[src/rtl/systolic_skew_feeder_if.sv]
// Slice-input / array-edge bundle for systolic_skew_feeder.
// SKEW_FEEDER_PERF_EN adds the o_bubble_cnt performance counter.
interface systolic_skew_feeder_if #(
  parameter int N  = 4,
  parameter int KW = 8
);
  logic              i_start;
  logic [KW-1:0]     i_k_len;
  logic              i_valid;
  logic              o_ready;
  logic [N*8-1:0]    i_a_vec;
  logic [N*8-1:0]    i_b_vec;
  logic [N*8-1:0]    o_a_edge;
  logic [N*8-1:0]    o_b_edge;
  logic              o_do_process;
  logic              o_busy;
  logic              o_done;
`ifdef SKEW_FEEDER_PERF_EN
  logic [15:0]       o_bubble_cnt;

  modport master (
    output i_start, i_k_len, i_valid, i_a_vec, i_b_vec,
    input  o_ready, o_a_edge, o_b_edge, o_do_process, o_busy, o_done, o_bubble_cnt
  );
  modport slave (
    input  i_start, i_k_len, i_valid, i_a_vec, i_b_vec,
    output o_ready, o_a_edge, o_b_edge, o_do_process, o_busy, o_done, o_bubble_cnt
  );
`else
  modport master (
    output i_start, i_k_len, i_valid, i_a_vec, i_b_vec,
    input  o_ready, o_a_edge, o_b_edge, o_do_process, o_busy, o_done
  );
  modport slave (
    input  i_start, i_k_len, i_valid, i_a_vec, i_b_vec,
    output o_ready, o_a_edge, o_b_edge, o_do_process, o_busy, o_done
  );
`endif
endinterface

[src/rtl/systolic_skew_feeder.sv]
// Triangular-skew feeder and job sequencer for an N x N output-stationary int8 systolic array.
// Optional macro SKEW_FEEDER_PERF_EN adds a saturating LOAD bubble counter (o_bubble_cnt).
module systolic_skew_feeder #(
  parameter int N        = 4,
  parameter int KW       = 8,
  parameter int MULT_LAT = 1
) (
  input  logic                   i_clk,
  input  logic                   i_arst_n,
  systolic_skew_feeder_if.slave  bus
);
  // Drain time: last diagonal crosses 2*(N-1) hops, then multiplier and accumulate stages.
  localparam int F  = 2*(N-1) + MULT_LAT + 1;
  localparam int FW = $clog2(F + 1);

  typedef enum logic [1:0] {IDLE, LOAD, FLUSH, DONE} state_e;

  state_e        state_q, state_d;
  logic [KW-1:0] k_len_q, k_len_d;
  logic [KW-1:0] acc_q, acc_d;
  logic [FW-1:0] fl_q, fl_d;
  logic          ready_q, busy_q, done_q;
  logic          hs;

  assign hs = bus.i_valid & ready_q;

  always_comb begin
    state_d = state_q;
    k_len_d = k_len_q;
    acc_d   = acc_q;
    fl_d    = fl_q;
    case (state_q)
      IDLE: begin
        if (bus.i_start) begin
          acc_d = '0;
          if (bus.i_k_len != '0) begin
            k_len_d = bus.i_k_len;
            state_d = LOAD;
          end else begin
            state_d = DONE;
          end
        end
      end
      LOAD: begin
        if (hs) begin
          acc_d = acc_q + KW'(1);
          if (acc_q == k_len_q - KW'(1)) begin
            state_d = FLUSH;
            fl_d    = FW'(F - 1);
          end
        end
      end
      FLUSH: begin
        if (fl_q == '0) state_d = DONE;
        else            fl_d    = fl_q - FW'(1);
      end
      DONE:    state_d = IDLE;
      default: state_d = IDLE;
    endcase
  end

  // Outputs are registered from the next state so they change cleanly with the state.
  always_ff @(posedge i_clk or negedge i_arst_n) begin
    if (!i_arst_n) begin
      state_q <= IDLE;
      k_len_q <= '0;
      acc_q   <= '0;
      fl_q    <= '0;
      ready_q <= 1'b0;
      busy_q  <= 1'b0;
      done_q  <= 1'b0;
    end else begin
      state_q <= state_d;
      k_len_q <= k_len_d;
      acc_q   <= acc_d;
      fl_q    <= fl_d;
      ready_q <= (state_d == LOAD);
      busy_q  <= (state_d == LOAD) || (state_d == FLUSH);
      done_q  <= (state_d == DONE);
    end
  end

  assign bus.o_ready      = ready_q;
  assign bus.o_busy       = busy_q;
  assign bus.o_do_process = busy_q;
  assign bus.o_done       = done_q;

  // Lane r is an (r+1)-deep shift chain; non-handshake cycles inject zeros.
  for (genvar r = 0; r < N; r++) begin : g_lane
    logic signed [7:0] a_sh_q [r+1];
    logic signed [7:0] b_sh_q [r+1];

    always_ff @(posedge i_clk or negedge i_arst_n) begin
      if (!i_arst_n) begin
        for (int s = 0; s <= r; s++) begin
          a_sh_q[s] <= '0;
          b_sh_q[s] <= '0;
        end
      end else begin
        a_sh_q[0] <= hs ? $signed(bus.i_a_vec[8*r +: 8]) : 8'sd0;
        b_sh_q[0] <= hs ? $signed(bus.i_b_vec[8*r +: 8]) : 8'sd0;
        for (int s = 1; s <= r; s++) begin
          a_sh_q[s] <= a_sh_q[s-1];
          b_sh_q[s] <= b_sh_q[s-1];
        end
      end
    end

    assign bus.o_a_edge[8*r +: 8] = a_sh_q[r];
    assign bus.o_b_edge[8*r +: 8] = b_sh_q[r];
  end

`ifdef SKEW_FEEDER_PERF_EN
  logic [15:0] bub_q, bub_d;

  always_comb begin
    bub_d = bub_q;
    if (state_q == IDLE && bus.i_start)                          bub_d = '0;
    else if (state_q == LOAD && !bus.i_valid && bub_q != 16'hFFFF) bub_d = bub_q + 16'd1;
  end

  always_ff @(posedge i_clk or negedge i_arst_n) begin
    if (!i_arst_n) bub_q <= '0;
    else           bub_q <= bub_d;
  end

  assign bus.o_bubble_cnt = bub_q;
`endif

endmodule

[src/flat_wrapper.sv]
// flat-port wrapper written by rule: the top's interface ports become plain ports
module systolic_skew_feeder_flat 
#(
  parameter int N        = 4,
  parameter int KW       = 8,
  parameter int MULT_LAT = 1
)
  (i_clk, i_arst_n, bus_i_start, bus_i_k_len, bus_i_valid, bus_i_a_vec, bus_i_b_vec, bus_o_ready, bus_o_a_edge, bus_o_b_edge, bus_o_do_process, bus_o_busy, bus_o_done);
  systolic_skew_feeder_if #(.N(N), .KW(KW)) bus_i ();
  input  logic i_clk;
  input  logic i_arst_n;
  input wire logic [$bits(bus_i.i_start)-1:0] bus_i_start;
  input wire logic [$bits(bus_i.i_k_len)-1:0] bus_i_k_len;
  input wire logic [$bits(bus_i.i_valid)-1:0] bus_i_valid;
  input wire logic [$bits(bus_i.i_a_vec)-1:0] bus_i_a_vec;
  input wire logic [$bits(bus_i.i_b_vec)-1:0] bus_i_b_vec;
  output wire logic [$bits(bus_i.o_ready)-1:0] bus_o_ready;
  output wire logic [$bits(bus_i.o_a_edge)-1:0] bus_o_a_edge;
  output wire logic [$bits(bus_i.o_b_edge)-1:0] bus_o_b_edge;
  output wire logic [$bits(bus_i.o_do_process)-1:0] bus_o_do_process;
  output wire logic [$bits(bus_i.o_busy)-1:0] bus_o_busy;
  output wire logic [$bits(bus_i.o_done)-1:0] bus_o_done;
  assign bus_i.i_start = bus_i_start;
  assign bus_i.i_k_len = bus_i_k_len;
  assign bus_i.i_valid = bus_i_valid;
  assign bus_i.i_a_vec = bus_i_a_vec;
  assign bus_i.i_b_vec = bus_i_b_vec;
  assign bus_o_ready = bus_i.o_ready;
  assign bus_o_a_edge = bus_i.o_a_edge;
  assign bus_o_b_edge = bus_i.o_b_edge;
  assign bus_o_do_process = bus_i.o_do_process;
  assign bus_o_busy = bus_i.o_busy;
  assign bus_o_done = bus_i.o_done;
  systolic_skew_feeder #(.N(N), .KW(KW), .MULT_LAT(MULT_LAT)) u_core (.i_clk(i_clk), .i_arst_n(i_arst_n), .bus(bus_i));
endmodule
[config.mk]
export PLATFORM = sky130hd
export DESIGN_NAME = systolic_skew_feeder_flat
export DESIGN_NICKNAME = d
export VERILOG_FILES = /design/src/rtl/systolic_skew_feeder_if.sv /design/src/rtl/systolic_skew_feeder.sv /design/src/flat_wrapper.sv
export SDC_FILE = /design/constraint.sdc
export NUM_CORES = 1
export LEC_CHECK = 0
export ABC_CLOCK_PERIOD_IN_PS = 2890
export BUFFER_PORTS_ARGS = -buffer_cell sky130_fd_sc_hd__buf_4
export CAP_MARGIN = 10
export CORE_ASPECT_RATIO = 1.4
export CORE_MARGIN = 2
export CORE_UTILIZATION = 53
export DETAILED_ROUTE_END_ITERATION = 8
export PLACE_DENSITY = 0.78
export SLEW_MARGIN = 40
export SYNTH_ARGS = -nofsm -noshare
export SYNTH_HDL_FRONTEND = slang
export SYNTH_SLANG_ARGS = --single-unit
[constraint.sdc]
create_clock -name i_clk -period 2.89 [get_ports i_clk]
set_clock_uncertainty 0.05 [all_clocks]
set_input_delay 0.578 -clock i_clk [delete_from_list [all_inputs] [get_ports i_clk]]
set_output_delay 0.578 -clock i_clk [all_outputs]
set_load 0.01 [all_outputs]
==> summary.txt, run 1 <==
Critical path
  – Setup Crit Path Kind: reg2reg
  – Crit path capture type: register
  – Worst path slowest cell: dfrtp_1
  – Most frequent CP cell: ha_1
  – Worst Path Max Fanout: 8
  – Delay of the slowest critical-path stage: around 450 ps
  – Crit-path leading delay family: compound AO/OA/AOI/OAI gates
  – Critical Path AT: 2640 ps
  – WP buf/inv: 1
  – CP Data Required Time: 3140 ps
  – Critical Path Start Type: register
  – Cells along the critical path: inv_1, ha_1, nand2b_1, o211a_1, o31a_1, a211o_1, o22ai_1, ha_1

Die
  – Initial core utilization: 53.6%
  – Die Height: about 130 um
  – Core area: ~12,000 um2
  – Die X-Extent: 95.9 um
  – Rows: 47
  – I/O pins: 144
  – Die area: 12,700 um2

Final layout
  – P&R area growth vs syn: 23.6%
  – Sequential cell area: 4630 um2
  – Total Nets Final: approximately 610
  – Number of fill cells in the layout: 828
  – N_diodes: 0
  – Finished Cell Area: 7750 um2
  – Area occupied by multi-input gates: around 1200 um2
  – Layout cell share with drive strength beyond 1: 34.9%

Routing
  – DR iter-0 viols: 120
  – Antenna Nets Post-Route: 0
  – Vias per cell: 5.02
  – DRT Pass-1 Iters: 4
  – Routed wire length: 11,500 um
  – WL/cell: 16.7 um
  – DRC: 0
  – Vias: 3,469

Place
  – # port buffers: 143
  – Placer congestion estimate: 0.804
  – DP HPWL: 8030 um
  – Placed Area: approximately 7100 um2

Synthesis
  – Cells after Synth: 433
  – Largest cells by area after synthesis: dfrtp_1, and3_1, buf_4, mux2_2, clkbuf_1
  – Synth warn: 0
  – Synth top area share: about three quarters
  – Post-synth top area cell: dfrtp_1
  – Post-Syn Area: around 6300 um2
  – Part of the Yosys area used for sequential elements: approximately 74%
  – Yosys reg bits: 185
  – Synth unique cells: 38
  – Mapped Avg Cell Area: 14.5 um2
  – Post-Syn Nets: 514

Global routing
  – GRT overflow: 0
  – Vias in the first global route: 3,779
  – First-pass GRT wire length: 18,700 um
  – Initial antenna violation count: 0
  – Largest net degree at the start of global routing: 80
  – GR Util All Layers: around a fifth

Timing
  – Min cycle time layout: 2390 ps
  – Slew headroom: 61.5%
  – Finish-stage setup viols: 0
  – Slew Viols, Final: 0
  – Slew @ Worst Pin: 576 ps
  – RSZ-0062 raised after global routing: no
  – Final hold vios: 0
  – Setup TNS: 0 ps
  – Fin crit share: 82.7%
  – Fmax: 418 MHz

Clock tree
  – CTS tree: yes
  – Postcts setup bufs: 0
  – Clk buf depth: 2
  – Hold-fix buffers at CTS: 0
  – Clk pin slew, worst setup/hold paths: 70 ps
  – Clock latency on the worst-skew pair: about 410 ps
  – H-tree depth: 4
  – Clk sink count: 185
  – CTS buffer count: 17
  – Post-cts resize count: 0
  – Root Buffer: clkbuf_16

Power and ir drop
  – Max IR drop VDD: 0.422 mV
  – Total power per unit cell area: 857 nW/um2
  – LEAKAGE: 4.24 nW
  – Power Total: 6.65 mW

Worst hold path
  – Worst min path class: in2async

Status
  – Outcome: finished, final reports clean

Job
  – Max-cap violation count: 0
[layer usage]
metal / up-vias / share of wire (%) / global-route usage (%)
met2: 117 / 55 / 33.6
met1: 1728 / 38 / 23.7
met4: 0 / 2.1 / 7.06
li1: 1607 / - / -
met5: - / 0 / 0
met3: 17 / 5.4 / 5.41
[sequential cells by signal, indices dropped and copies added, names as in the netlist, 2 cells and up]
| register | cells |
|---|---|
| u_core.state_q | 2 |
| u_core.bus.o_b_edge | 24 |
| u_core.bus.o_a_edge | 24 |
| u_core.fl_q | 4 |
| u_core.g_lane.a_sh_q | 56 |
| u_core.k_len_q | 8 |
| u_core.acc_q | 8 |
| u_core.g_lane.b_sh_q | 56 |
[Yosys cell counts]
master and n:
buf_4 49, nand4_1 4, mux2_2 7, clkbuf_1 20
a21oi_1 5, ha_1 5, o21ai_0 5, or4_1 2
buf_2 1, nor3b_1 1, nor4_4 1, o22ai_1 4
a211o_1 1, xor2_1 7, nor4_1 1, o221ai_1 2
dfrtp_1 185, nand2_1 10, a211oi_1 3, nor2_1 11
and3_1 68, o31a_1 2, nor3_1 4, inv_1 5
nand3_1 1, o21bai_1 2, a22o_1 1, xnor2_1 8
mux2i_1 1, o22a_1 1, o211ai_1 1, o211a_1 1
nor3b_2 1, nand4b_1 1, a31oi_1 1, nor2b_1 2
o21a_1 1, nand2b_1 8
[power breakdown]
group | leakage (nW) | total, mW | internal [mW] | switching (mW)
clock | 0.295 | 2.29 | 1.25 | 1.05
sequential | 2.51 | 3.24 | 2.95 | 0.282
combinational | 1.44 | 1.12 | 0.561 | 0.560
[cell families (layout without fill, tap and decap cells)]
kind of cell	after synthesis	after routing	share of synthesized area, %
multiplexers	8	8	1.42
AND/OR/NAND/NOR	115	115	11.0
buffers and inverters	75	186	7.44
XOR/XNOR	15	15	2.09
adder cells (fa/ha/maj)	5	5	0.997
flip-flops	185	185	73.8
AO/OA/AOI/OAI	30	30	3.27
[final timing paths]
check | startpoint | endpoint | depth (start not counted) | slack, ps
min reg2reg | u_core.g_lane[2].b_sh_q[18]$_DFF_PN0_ | u_core.g_lane[2].b_sh_q[10]$_DFF_PN0_ | 0 | 290
min in group i_clk | u_core.g_lane[2].b_sh_q[18]$_DFF_PN0_ | u_core.g_lane[2].b_sh_q[10]$_DFF_PN0_ | 0 | 290
max in group asynchronous | i_arst_n | u_core.g_lane[1].a_sh_q[10]$_DFF_PN0_ | 2 | 1980
min | i_arst_n | u_core.fl_q[2]$_DFFE_PN0P_ | 1 | 40
max reg2reg | u_core.k_len_q[0]$_DFFE_PN0P_ | u_core.bus.o_busy$_DFF_PN0_ | 8 | 500
max | u_core.k_len_q[0]$_DFFE_PN0P_ | u_core.bus.o_busy$_DFF_PN0_ | 8 | 500
[worst register-to-register path, delay by kind of cell (launching register included)]
family	cells	cell delay (ps)
flip-flops	1	450
buffers and inverters	1	90
AND/OR/NAND/NOR	1	190
adder cells (fa/ha/maj)	2	560
AO/OA/AOI/OAI	4	950
[layout make-up]
class	count	share of cell area, %
Clock buffer	18	5.53
Clock inverter	14	2.31
Inverter	5	0.242
Multi-Input combinational cell	173	15.2
Sequential cell	185	59.7
Tap cell	147	2.37
Timing Repair Buffer	149	14.7
[stage by stage]
stage	setup slack, ps	hold slack (ps)	util (%)	std cells
after floorplan	656	232	-	433
after global placement	619	281	61.1	659
after detailed placement	516	285	61.1	659
after CTS	496	40.4	66.3	691
after global routing	329	51.2	66.3	691
final	499	41.6	66.3	691
[cells in the final DEF (no fill, tap or decap), types with 4 or more instances in the layout]
cell,synthesis,layout
dfrtp_1,185,184
buf_4,49,147
and3_1,68,68
clkbuf_16,0,17
nor2_1,11,11
nand2_1,10,10
nand2b_1,8,8
xnor2_1,8,8
xor2_1,7,7
mux2_2,7,7
inv_1,5,5
a21oi_1,5,5
o21ai_0,5,5
ha_1,5,5
inv_6,0,5
nor3_1,4,4
nand4_1,4,4
o22ai_1,4,4
clkinv_8,0,4
No activity file was read; power rests on OpenSTA's default activity.
==> inputs of run 2 (changes only) <==
--- a/config.mk
+++ b/config.mk
@@ -5,14 +5,14 @@
 export SDC_FILE = /design/constraint.sdc
 export NUM_CORES = 1
 export LEC_CHECK = 0
-export ABC_CLOCK_PERIOD_IN_PS = 2890
+export ABC_CLOCK_PERIOD_IN_PS = 2120
 export BUFFER_PORTS_ARGS = -buffer_cell sky130_fd_sc_hd__buf_4
 export CAP_MARGIN = 10
 export CORE_ASPECT_RATIO = 1.4
 export CORE_MARGIN = 2
-export CORE_UTILIZATION = 53
+export CORE_UTILIZATION = 48
 export DETAILED_ROUTE_END_ITERATION = 8
-export PLACE_DENSITY = 0.78
+export PLACE_DENSITY = 0.74
 export SLEW_MARGIN = 40
 export SYNTH_ARGS = -nofsm -noshare
 export SYNTH_HDL_FRONTEND = slang
==> constraint.sdc (replaced) <==
create_clock -name i_clk -period 2.12 [get_ports i_clk]
set_clock_uncertainty 0.05 [all_clocks]
set_input_delay 0.424 -clock i_clk [delete_from_list [all_inputs] [get_ports i_clk]]
set_output_delay 0.424 -clock i_clk [all_outputs]
set_load 0.01 [all_outputs]
==> run 2 against run 1 <==
Net effect:
- clock power grew 33%
- global-route usage is 2.5 points lower
- cell count up 2.5%
- utilization fell by 4.8 points
- register-to-register slack got worse by 460 ps
- design area increased by 1.5%
- count of clock-buffer cells in the layout is 2 higher
- worst hold slack better by 150 ps
- critical endpoint unchanged
- largest cell class unchanged
==> summary.txt, run 2 (synthesis results as in run 1) <==
Status
  – Outcome: finished, final reports clean

Die
  – Core area: between 10,000 and 15,000 um2
  – Die Height: 139 um
  – Initial core utilization: between 40 and 50%
  – Die X-Extent: around 100 um
  – Die area: 14,000 um2
  – Rows: 49
  – I/O pins: 144

Timing
  – Slew Viols, Final: 0
  – Final hold vios: 0
  – Slew @ Worst Pin: 651 ps
  – Min cycle time layout: 2080 ps
  – Slew headroom: about 57%
  – Setup TNS: 0 ps
  – Fin crit share: 98.1%
  – Finish-stage setup viols: 0
  – RSZ-0062 raised after global routing: yes
  – Fmax: 481 MHz

Final layout
  – Utilization after layout: between 60% and 70%
  – Commonest non-fill, non-tap cell in the layout: dfrtp_1
  – N_diodes: 0
  – Largest registers: u_core.g_lane.a_sh_q x56, u_core.g_lane.b_sh_q x56
  – Post-Layout Cell Count: 708
  – P&R area growth vs syn: 25.5%
  – Layout cell share with drive strength beyond 1: 37.7%
  – Total Nets Final: a little over 600
  – Commonest cells after routing, fill and taps aside: dfrtp_1, buf_4, and3_1

Power and ir drop
  – Share of total power in combinational logic: 20.1%
  – Max IR drop VDD: 0.756 mV
  – Switching Fraction: 27.6%
  – Total power per unit cell area: 1170 nW/um2
  – LEAKAGE: 4.30 nW
  – Reg power frac: 46.7%
  – Clk pwr share: between 30% and 40%
  – Power Total: 9.21 mW
  – Internal: about 6.7 mW
  – Net Sw Power: 2.54 mW

Clock tree
  – H-tree depth: 4
  – CTS buffer count: 17
  – Root Buffer: clkbuf_16
  – Clk pin slew, worst setup/hold paths: 70 ps
  – CTS tree: yes
  – Clock latency on the worst-skew pair: between 400 and 500 ps
  – Clk buf depth: 2
  – Clk sink count: 185

Routing
  – DRT Pass-1 Iters: 6
  – Vias: 3,528
  – Antenna Nets Post-Route: 0
  – Vias per cell: 4.98
  – WL/cell: 16.1 um
  – DRC: 0
  – Routed wire length: 11,400 um
  – DR iter-0 viols: 142

Global routing
  – Largest net degree at the start of global routing: 80
  – GR Util All Layers: 17.2%
  – First-pass GRT wire length: 18,600 um
  – Vias in the first global route: about 3,700
  – GRT overflow: 0
  – Initial antenna violation count: 0

Critical path
  – Setup Crit Path Kind: reg2reg
  – Cells along the critical path: inv_2, ha_4, nand2_2, o211a_1, o31a_1, a211o_1, o22ai_2, ha_1
  – Worst Path Max Fanout: 7
  – Critical Path AT: 2330 ps
  – WP buf/inv: 1
  – CP Data Required Time: between 2000 and 2500 ps
  – Critical Path Start Type: register
  – Worst path slowest cell: dfrtp_1
  – Delay of the slowest critical-path stage: 390 ps
  – Crit-path leading delay family: compound AO/OA/AOI/OAI gates
  – Crit path capture type: register

Job
  – Max-cap violation count: 0

Worst hold path
  – Worst min path class: in2reg

Place
  – Cell Count Post-Placement: around 670
  – Placer congestion estimate: 0.766
  – # port buffers: around 140
  – DP HPWL: 7810 um
[run 2: cell count changes in the layout (fill, tap and decap cells not counted), sizes merged]
cell,before,now
clkinv,6,3
buf,148,158
clkinvlp,0,1
dlygate4sd3,0,1
clkbuf,19,21
[run 2: area by class of cell]
cell class / count / area (um2)
well taps: 153 / 191
inverters: 5 / 18.8
clock buffers: 20 / 457
repair buffers: 160 / 1230
fillers: 987 / 4940
flip-flops and latches: 185 / 4630
clock inverters: 12 / 126
multi-input cells: 173 / 1210
[run 2: path summary, 6_finish.rpt]
check / startpoint / endpoint / slack, ps / cells past startpoint
setup / recovery: u_core.k_len_q[1]$_DFFE_PN0P_ / u_core.bus.o_busy$_DFF_PN0_ / 40 / 8
hold / removal: bus_i_k_len[0] / u_core.k_len_q[0]$_DFFE_PN0P_ / 190 / 3
setup reg to reg: u_core.k_len_q[1]$_DFFE_PN0P_ / u_core.bus.o_busy$_DFF_PN0_ / 40 / 8
hold reg to reg: u_core.g_lane[3].b_sh_q[30]$_DFF_PN0_ / u_core.g_lane[3].b_sh_q[22]$_DFF_PN0_ / 290 / 0
max in group asynchronous: i_arst_n / u_core.g_lane[3].b_sh_q[30]$_DFF_PN0_ / 910 / 3
min in group asynchronous: i_arst_n / u_core.k_len_q[7]$_DFFE_PN0P_ / 410 / 2
[run 2: worst register-to-register path: stages (launching register included)]
cell,delay [ps]
dfrtp_1,390
inv_2,80
ha_4,180
nand2_2,60
o211a_1,210
o31a_1,260
a211o_1,330
o22ai_2,160
ha_1,240
[run 2: repair_timing]
action                     4_1_cts  5_1_grt
hold endpoints to repair        30        0
resized for setup                2        5
hold buffers                     1        0
setup buffers                    1        2
setup endpoints to repair        2        3
pin swaps                        2        4
[run 2: metal layers]
| metal | vias up | track usage, % | share of wire, % |
|---|---|---|---|
| met5 | - | 0 | 0 |
| met4 | 0 | 6.06 | 1.8 |
| met3 | 16 | 4.82 | 5.9 |
| met2 | 123 | 27.3 | 51 |
| met1 | 1769 | 22.8 | 41 |
| li1 | 1620 | - | - |
[run 2: power groups by stage]
stage | logic (mW) | clock network [mW] | registers [mW]
floorplan | 1.13 | 0 | 4.35
global placement | 1.68 | 0 | 4.34
detailed placement | 1.78 | 0 | 4.37
CTS | 1.84 | 3.12 | 4.30
global route | 2.03 | 3.27 | 4.36
finish | 1.85 | 3.05 | 4.30
[run 2: per-stage QoR]
step	setup WS, ps	instance area (um2)	hold WS [ps]
floorplan	-34.5	6300	78.4
global placement	69.3	7230	279
detailed placement	-27.4	7230	285
CTS	25.6	7850	175
global route	-37.2	7870	186
finish	40.2	7870	188
==> inputs of run 3 (changes only) <==
--- a/config.mk
+++ b/config.mk
@@ -8,7 +8,7 @@
 export ABC_CLOCK_PERIOD_IN_PS = 2120
 export BUFFER_PORTS_ARGS = -buffer_cell sky130_fd_sc_hd__buf_4
 export CAP_MARGIN = 10
-export CORE_ASPECT_RATIO = 1.4
+export CORE_ASPECT_RATIO = 1.5
 export CORE_MARGIN = 2
 export CORE_UTILIZATION = 48
 export DETAILED_ROUTE_END_ITERATION = 8
==> run 3 against run 2 <==
Net effect:
- worst hold slack lost 10 ps
- critical path depth stayed put
- highest routed layer unchanged
- global-route usage increased by 0.25 points
- cell count rose by 0.85%
- die area hardly changed
==> summary.txt, run 3 (synthesis results as in run 1) <==
Routing
  – Vias: 3,461
  – Antenna Nets Post-Route: 0
  – DRC: 0
  – Routed wire length: 11,800 um
  – DRT Pass-1 Iters: 4
  – Vias per cell: 4.85
  – WL/cell: 16.5 um
  – DR iter-0 viols: between 100 and 150

Die
  – Core area: 12,900 um2
  – Initial core utilization: 48.7%
  – I/O pins: 144
  – Die area: between 10,000 and 15,000 um2
  – Die Height: 144 um
  – Rows: 51
  – Die X-Extent: 97.3 um

Clock tree
  – Root Buffer: clkbuf_16
  – CTS buffer count: 17
  – Clk pin slew, worst setup/hold paths: 70 ps
  – Clk sink count: 185
  – CTS tree: yes
  – H-tree depth: 4
  – Clk buf depth: 2
  – Clock latency on the worst-skew pair: 420 ps

Final layout
  – Post-Layout Cell Count: 714
  – Utilization after layout: 61.4%
  – Commonest cells after routing, fill and taps aside: dfrtp_1, buf_4, and3_1
  – Total Nets Final: 623
  – Commonest non-fill, non-tap cell in the layout: dfrtp_1
  – Largest registers: u_core.g_lane.a_sh_q x56, u_core.g_lane.b_sh_q x56
  – Layout cell share with drive strength beyond 1: 37.8%
  – P&R area growth vs syn: 26.2%
  – Finished Cell Area: a little under 8000 um2
  – N_diodes: 0

Global routing
  – GRT overflow: 0
  – Vias in the first global route: 3,724
  – Initial antenna violation count: 0
  – First-pass GRT wire length: around 19,000 um
  – GR Util All Layers: 17.5%
  – Largest net degree at the start of global routing: 66

Critical path
  – Setup Crit Path Kind: reg2reg
  – CP Data Required Time: 2380 ps
  – Reg2reg setup slack: about 24 ps
  – Critical Path Start Type: register
  – Critical Path AT: ~2400 ps
  – Worst Path Max Fanout: 8
  – Crit path capture type: register

Place
  – DP HPWL: slightly above 8000 um
  – Cell Count Post-Placement: 680
  – # port buffers: about 140
  – Placer congestion estimate: slightly below 0.9
  – Placed Area: 7260 um2

Timing
  – Final hold vios: 0
  – Slew @ Worst Pin: slightly below 600 ps
  – Min cycle time layout: 2100 ps
  – Fmax: 477 MHz
  – Slew headroom: about 61%
  – Fin crit share: 98.9%
  – Slew Viols, Final: 0
  – Hold slack: 178 ps
  – Finish-stage setup viols: 0
  – RSZ-0062 raised after global routing: yes

Job
  – Max-cap violation count: 0

Power and ir drop
  – LEAKAGE: 4.31 nW
  – Max IR drop VDD: 0.701 mV
  – Power Total: roughly 9.3 mW
  – Total power per unit cell area: 1170 nW/um2

Status
  – Outcome: finished, final reports clean

Worst hold path
  – Worst min path class: in2reg
[run 3: cell types whose count changed in the layout (fill, tap and decap cells not counted), sizes merged]
cell,previous run,this run
clkinv,3,7
bufinv,1,0
clkbuf,21,18
[run 3: metrics by stage]
step,setup TNS (ps),setup slack (ps)
floorplan,-51.7,-34.5
global placement,0,59.1
detailed placement,0,2.56
CTS,0,0.391
global route,-84.7,-55.1
finish,0,23.5
[run 3: power by group]
group	total (mW)	internal, mW	leakage, nW	switching (mW)
Combinational	1.81	0.894	1.50	0.912
Sequential	4.33	4.03	2.51	0.303
Clock	3.16	1.62	0.296	1.54
[run 3: path summary, 6_finish.rpt]
check,start,to,depth (start not counted)
worst max-delay path,u_core.k_len_q[1]$_DFFE_PN0P_,u_core.bus.o_ready$_DFF_PN0_,8
worst min-delay path,bus_i_k_len[0],u_core.k_len_q[0]$_DFFE_PN0P_,3
worst max register to register,u_core.k_len_q[1]$_DFFE_PN0P_,u_core.bus.o_ready$_DFF_PN0_,8
worst min register to register,u_core.g_lane[2].a_sh_q[9]$_DFF_PN0_,u_core.bus.o_a_edge[17]$_DFF_PN0_,0
max in group asynchronous,i_arst_n,u_core.g_lane[0].b_sh_q[7]$_DFF_PN0_,3
min in group asynchronous,i_arst_n,u_core.bus.o_done$_DFF_PN0_,2
[run 3: timing repair]
action / CTS / global route
endpoints found under the hold margin: 58 / 0
setup buffers: 0 / 1
hold buffers: 1 / 0
pin swaps: 0 / 10
resized for setup: 1 / 6
setup endpoints to repair: 2 / 2
[run 3: area by class of cell]
class	instances	area, um2
clock inverter	15	193
tap	159	199
sequential	185	4630
inverter	5	18.8
fill	1013	4970
timing repair buffer	160	1230
clock buffer	17	425
multi-input combinational	173	1220
[run 3: critical path, stage by stage (launching register included)]
cell	delay (ps)
dfrtp_1	390
inv_2	80
ha_4	190
nand2_2	60
o211a_1	200
o31a_1	270
a211o_1	330
o22a_1	230
ha_2	180
[run 3: layer usage]
| metal | wire length (um) | vias to the layer above | global-route usage [%] | share of wire [%] |
|---|---|---|---|---|
| met5 | 0 | - | 0 | 0 |
| met4 | 382 | 0 | 8.92 | 3.2 |
| met3 | 416 | 25 | 4.74 | 3.5 |
| met2 | 6230 | 110 | 30.0 | 53 |
| met1 | 4770 | 1704 | 20.4 | 40 |
| li1 | - | 1622 | - | - |
